===== config.mk =====
export PLATFORM = sky130hd
export DESIGN_NAME = game_sprite_update_scheduler
export DESIGN_NICKNAME = d
export VERILOG_FILES = /design/src/rtl/game_sched_pkg.sv /design/src/rtl/game_sched_prio_pick.sv /design/src/rtl/game_sprite_update_scheduler.sv
export SDC_FILE = /design/constraint.sdc
export NUM_CORES = 1
export LEC_CHECK = 0
export CAP_MARGIN = 10
export CORE_MARGIN = 4
export CORE_UTILIZATION = 25
export DETAILED_ROUTE_END_ITERATION = 10
export HOLD_SLACK_MARGIN = 0.08
export PLACE_DENSITY = 0.49
export SLEW_MARGIN = 15
export SYNTH_ARGS = -nofsm -noshare
export SYNTH_HDL_FRONTEND = slang
export SYNTH_SLANG_ARGS = --single-unit

===== constraint.sdc =====
create_clock -name clk -period 1.9 [get_ports clk]
set_clock_uncertainty 0.1 [all_clocks]
set_input_delay 0.19 -clock clk [delete_from_list [all_inputs] [get_ports clk]]
set_output_delay 0.19 -clock clk [all_outputs]
set_load 0.05 [all_outputs]

===== src/rtl/game_sched_pkg.sv =====
// Shared definitions for the sprite update scheduler.
//   - One-hot state encodings (5 bits) and the state enum built on them.
//   - Bit positions inside the registered op vector (xy load, dxy load, move).
//   - idx_w(): sprite index width for a given sprite count (clog2, minimum 1).
package game_sched_pkg;

  localparam logic [4:0] ST_IDLE  = 5'b00001;
  localparam logic [4:0] ST_LOAD  = 5'b00010;
  localparam logic [4:0] ST_SCAN  = 5'b00100;
  localparam logic [4:0] ST_CHECK = 5'b01000;
  localparam logic [4:0] ST_DONE  = 5'b10000;

  typedef enum logic [4:0] {
    S_IDLE  = ST_IDLE,
    S_LOAD  = ST_LOAD,
    S_SCAN  = ST_SCAN,
    S_CHECK = ST_CHECK,
    S_DONE  = ST_DONE
  } state_t;

  localparam int OP_XY   = 0;
  localparam int OP_DXY  = 1;
  localparam int OP_MOVE = 2;
  localparam int OP_W    = 3;

  function automatic int idx_w(input int n);
    return (n <= 2) ? 1 : $clog2(n);
  endfunction

endpackage


===== src/rtl/game_sched_prio_pick.sv =====
// Combinational lowest-set-bit finder restricted to indices >= start.
//   req   : candidate bits
//   start : first index eligible (one bit wider than idx so "past the end"
//           can be expressed without wrapping)
//   found : some eligible bit is set
//   idx   : lowest eligible set index (0 when nothing found)
module game_sched_prio_pick #(
  parameter int WIDTH = 2,
  parameter int IDX_W = 1
) (
  input  logic [WIDTH-1:0] req,
  input  logic [IDX_W:0]   start,
  output logic             found,
  output logic [IDX_W-1:0] idx
);

  // Walk from the top down so the lowest qualifying index is written last.
  always_comb begin
    found = 1'b0;
    idx   = '0;
    for (int i = WIDTH - 1; i >= 0; i--) begin
      if (req[i] && (i >= int'(start))) begin
        found = 1'b1;
        idx   = IDX_W'(i);
      end
    end
  end

endmodule


===== src/rtl/game_sprite_update_scheduler.sv =====
// Per-frame sequencer sharing one sprite-update datapath among N_SPRITES.
// A frame is one slot per sprite index (SCAN), then a collision-check strobe,
// then a frame-done strobe. Between frames, pending position/velocity writes
// are drained one sprite at a time through LOAD slots.
//
// Ports:
//   clk, reset       clock, asynchronous active-high reset
//   frame_tick       one-cycle pulse per video frame
//   write_xy_req     per-sprite pulse, load start position
//   write_dxy_req    per-sprite pulse, load velocity
//   enable_update    per-sprite level, sprite moves each frame
//   upd_valid        slot active this cycle
//   upd_index        sprite owning the slot
//   upd_write_xy     slot loads xy
//   upd_write_dxy    slot loads dxy
//   upd_move         slot adds dxy to xy
//   check_collision  one-cycle strobe after the last slot
//   frame_done       one-cycle strobe ending the frame
//   busy             scheduler not idle
//   overrun          one-cycle pulse when a frame_tick is dropped
//
// Build option GAME_SCHED_SKIP_DISABLED_EN: SCAN visits only sprites that
// are enabled or have a pending write; with none, a frame is CHECK + DONE.
// Without it every index gets a slot and a frame is N_SPRITES+2 cycles.
module game_sprite_update_scheduler
  import game_sched_pkg::*;
#(
  parameter int N_SPRITES = 2,
  parameter int IDX_W     = idx_w(N_SPRITES)
) (
  input  logic                 clk,
  input  logic                 reset,
  input  logic                 frame_tick,
  input  logic [N_SPRITES-1:0] write_xy_req,
  input  logic [N_SPRITES-1:0] write_dxy_req,
  input  logic [N_SPRITES-1:0] enable_update,
  output logic                 upd_valid,
  output logic [IDX_W-1:0]     upd_index,
  output logic                 upd_write_xy,
  output logic                 upd_write_dxy,
  output logic                 upd_move,
  output logic                 check_collision,
  output logic                 frame_done,
  output logic                 busy,
  output logic                 overrun
);

  state_t                 state, nstate;
  logic [IDX_W-1:0]       idx, nidx;
  logic [N_SPRITES-1:0]   pend_xy, pend_dxy, clr;
  logic                   tick_pending;
  logic                   frame_start, issue;
  logic [OP_W-1:0]        op_d, op_q;

  // LOAD drains the lowest sprite with any pending write.
  logic                   ld_found;
  logic [IDX_W-1:0]       ld_idx;

  game_sched_prio_pick #(.WIDTH(N_SPRITES), .IDX_W(IDX_W)) u_load_pick (
    .req   (pend_xy | pend_dxy),
    .start ('0),
    .found (ld_found),
    .idx   (ld_idx)
  );

  // scan_go/scan_idx: the next SCAN slot, searched from 0 when a frame starts
  // and from idx+1 while scanning.
  logic                   scan_go;
  logic [IDX_W-1:0]       scan_idx;

`ifdef GAME_SCHED_SKIP_DISABLED_EN
  logic [IDX_W:0]         sc_start;

  assign sc_start = (state == S_SCAN) ? ({1'b0, idx} + (IDX_W+1)'(1)) : '0;

  game_sched_prio_pick #(.WIDTH(N_SPRITES), .IDX_W(IDX_W)) u_scan_pick (
    .req   (enable_update | pend_xy | pend_dxy),
    .start (sc_start),
    .found (scan_go),
    .idx   (scan_idx)
  );
`else
  assign scan_go  = (state == S_SCAN) ? (idx != IDX_W'(N_SPRITES - 1)) : 1'b1;
  assign scan_idx = (state == S_SCAN) ? (idx + IDX_W'(1)) : '0;
`endif

  always_comb begin
    nstate      = state;
    nidx        = idx;
    frame_start = 1'b0;
    case (state)
      S_IDLE: begin
        if (frame_tick || tick_pending) begin
          frame_start = 1'b1;
        end else if (ld_found) begin
          nstate = S_LOAD;
          nidx   = ld_idx;
        end
      end
      S_LOAD:  nstate = S_IDLE;
      S_SCAN: begin
        if (scan_go) nidx = scan_idx;
        else         nstate = S_CHECK;
      end
      S_CHECK: nstate = S_DONE;
      // A tick that arrived during the frame restarts SCAN with no idle gap.
      S_DONE: begin
        if (tick_pending) frame_start = 1'b1;
        else              nstate = S_IDLE;
      end
      default: nstate = S_IDLE;
    endcase

    if (frame_start) begin
      if (scan_go) begin
        nstate = S_SCAN;
        nidx   = scan_idx;
      end else begin
        nstate = S_CHECK;
      end
    end

    // Outputs are registered from the next state, so the slot shown in a
    // cycle samples the pending bits at the edge that opens it; that same
    // edge clears them.
    issue = (nstate == S_LOAD) || (nstate == S_SCAN);
    clr   = '0;
    op_d  = '0;
    if (issue) begin
      clr[nidx]     = 1'b1;
      op_d[OP_XY]   = pend_xy[nidx];
      op_d[OP_DXY]  = pend_dxy[nidx];
      op_d[OP_MOVE] = (nstate == S_SCAN) && enable_update[nidx] && !pend_xy[nidx];
    end
  end

  always_ff @(posedge clk or posedge reset) begin
    if (reset) begin
      state           <= S_IDLE;
      idx             <= '0;
      pend_xy         <= '0;
      pend_dxy        <= '0;
      tick_pending    <= 1'b0;
      upd_valid       <= 1'b0;
      upd_index       <= '0;
      op_q            <= '0;
      check_collision <= 1'b0;
      frame_done      <= 1'b0;
      busy            <= 1'b0;
      overrun         <= 1'b0;
    end else begin
      state           <= nstate;
      idx             <= nidx;
      // Set wins over the clear of the slot being issued.
      pend_xy         <= (pend_xy & ~clr) | write_xy_req;
      pend_dxy        <= (pend_dxy & ~clr) | write_dxy_req;
      // Only one tick can be held; a second one is dropped and flagged.
      if (frame_start)     tick_pending <= 1'b0;
      else if (frame_tick) tick_pending <= 1'b1;
      upd_valid       <= issue;
      upd_index       <= issue ? nidx : '0;
      op_q            <= op_d;
      check_collision <= (nstate == S_CHECK);
      frame_done      <= (nstate == S_DONE);
      busy            <= (nstate != S_IDLE);
      overrun         <= frame_tick && tick_pending;
    end
  end

  assign upd_write_xy  = op_q[OP_XY];
  assign upd_write_dxy = op_q[OP_DXY];
  assign upd_move      = op_q[OP_MOVE];

endmodule


==> impl_metrics.yaml <==
outcome:
  status: "finished clean"
sta:
  max_freq_mhz: 576
  setup_tns_ns: 0
  setup_viol: 0
  relSlewSlack: 0.669
  hold_viol: 0
  drv_slew: 0
  tightest_slew_ns: 0.495
  period_minus_slack_ns: 1.74
  rsz0062_at_grt: "no"
  fin_crit_sh: 0.913
synth:
  synth_xor_area_frac: 0
  muxShareOfSynthArea: 0.0458
  syn_area_um2: 875
  synth-simple-area-share: 0.255
  synth_seq_cells: 20
  synth_top_family_by_area: "simple AND/OR/NAND/NOR gates"
  synthFlopType: "dfrtp_1"
  yosys_warnings: 0
  synth_compound_area_frac: 0.104
  synth_top_cells_by_count: "dfrtp_1, nor2_1, nand2_1, inv_1, mux2i_1"
  syn-num-nets: 82
  synthCells: 73
  synth_edf_count: 0
  synthAdderAreaFrac: 0
  yosysMostFrequentCell: "dfrtp_1"
  synth.avg_cell_area_um2: 12.0
  ys_types: 26
  yosysSeqAreaShare: 0.574
  synth.largest_area_cell: "dfrtp_1"
  synth_area_leaders: "dfrtp_1, mux2i_1, nor2_1, dfstp_2, nand2_1"
  synthArstFlopShare: 1.00
  synth_top_area_share: 0.544
power_and_ir_drop:
  p_leak_nw: 0.512
  ir_drop_uv: 565
  power_density_nw_per_um2: 1710
setup_path:
  crit_type: "reg -> out"
  path_delay_family: "buffers and inverters"
  cp-end-kind: "output pin"
  crit_path_start_kind: "flop"
  r2r_slack_ns: 0.24
  crit_fanout: 1
  critPathMaxStageDelay_ns: 0.80
  path_buf_inv: 1
  crit_arrival_ns: 1.45
  slowest_stage: "clkdlybuf4s50_1"
  path_cells: "clkdlybuf4s50_1"
  required_ns: 1.61
cts:
  cts.clk_slew.worst_paths_ns: 0.11
  post_cts_resize_count: 0
  cts_hold_buf: 0
  cts_tree: "done"
  cts_buffers: 3
  cts-htree-levels: 1
  clkLatencyLatePin_ns: 0.29
  clkSinkCount: 20
  cts_setup_buffers: 0
  clockBufferDepth: 2
  cts.root.buffer_cell: "clkbuf_4"
grt:
  grt_pass1_wl_um: 3000
  grt_remaining_overflow: 0
  grtUsageTotal: 0.0874
  grt_pass1_vias: 655
  grt_max_degree: 21
  antenna_found_initial: 0
cells_and_area:
  drive_gt1_frac: 0.179
  area_growth_pct: 29.9
  final_cell_area_um2: 1140
  diodes: 0
  final_nets: 105
  post-route-util: 0.338
die:
  initial_utilization: 0.260
  die-width_um: 67.1
  dieArea_um2: 4510
  core-area_um2: 3360
  rows: 21
  io_pins: 18
  die_y_um: 67.1
drt:
  post_drt_wl_per_cell_um: 12.0
  drt_pass1_iterations: 2
  drt_iter0_markers: 4
  via_per_inst: 4.26
  wl_um: 1690
  vias: 601
  drc: 0
  antenna_left: 0
worst_hold_path:
  hp-class: "in -> async"
place:
  portBuffers: 17
  place_hpwl_um: 1230
  place_area_um2: 1110
  gp_congestion: 0.706
job:
  cap_viol_max_count: 0
==> cell type report <==
class | instances | area, µm²
Sequential cell | 20 | 502
Tap cell | 46 | 57.6
Clock buffer | 4 | 26.3
Fill cell | 365 | 2230
Inverter | 5 | 18.8
Timing Repair Buffer | 18 | 178
Multi-Input combinational cell | 48 | 354
==> kinds of logic after synthesis <==
logic type             after synthesis
AND/OR/NAND/NOR                     34
flip-flops                          20
AO/OA/AOI/OAI                       10
buffers and inverters                5
multiplexers                         4
==> layout by cell type (no fill, tap or decap), types with 2 or more instances in the layout <==
master | Yosys | routed
and3b_2 | 2 | 2
a31oi_1 | 2 | 2
nor2_1 | 9 | 9
and2_1 | 3 | 3
clkdlybuf4s50_1 | 0 | 17
inv_1 | 5 | 5
clkbuf_4 | 0 | 3
a31o_2 | 2 | 2
dfrtp_1 | 19 | 19
nor4_1 | 3 | 3
mux2i_1 | 4 | 4
nand3b_1 | 2 | 2
nand2_1 | 7 | 7
==> state kept, by name (all words and copies together) (netlist names), 2 cells and up <==
register,count
state,5
op_q,3
pend_dxy,2
pend_xy,2
==> routing by layer <==
layer	wire length, µm	track usage
met4	11	0.0380
met5	0	0
met3	52	0.0200
met1	847	0.125
met2	781	0.125
==> through the flow <==
step                std cells  worst slack (ns)  hold slack [ns]  power, mW
floorplan                  73             0.433           0.0531       1.47
global placement          137             0.219            0.440       1.75
detailed placement        137             0.240            0.435       1.74
CTS                       141             0.143            0.113       1.96
global route              141            0.0874            0.136       2.09
finish                    141             0.165            0.107       1.94
==> final timing paths <==
path	from	endpoint	cells past startpoint
setup / recovery	busy	busy	1
hold / removal	reset	upd_index	3
hold reg to reg	idx	check_collision	2
setup reg to reg	state[2]	upd_index	5
min in group clk	write_dxy_req[1]	pend_dxy[1]	3
max in group asynchronous	reset	state[0]	3
==> power by group <==
group	switching [mW]	total (mW)	internal (mW)
combinational	0.599	1.00	0.402
clock	0.125	0.207	0.0817
sequential	0.137	0.729	0.592
total	0.861	1.94	1.08
No activity file was read; power rests on OpenSTA's default activity.
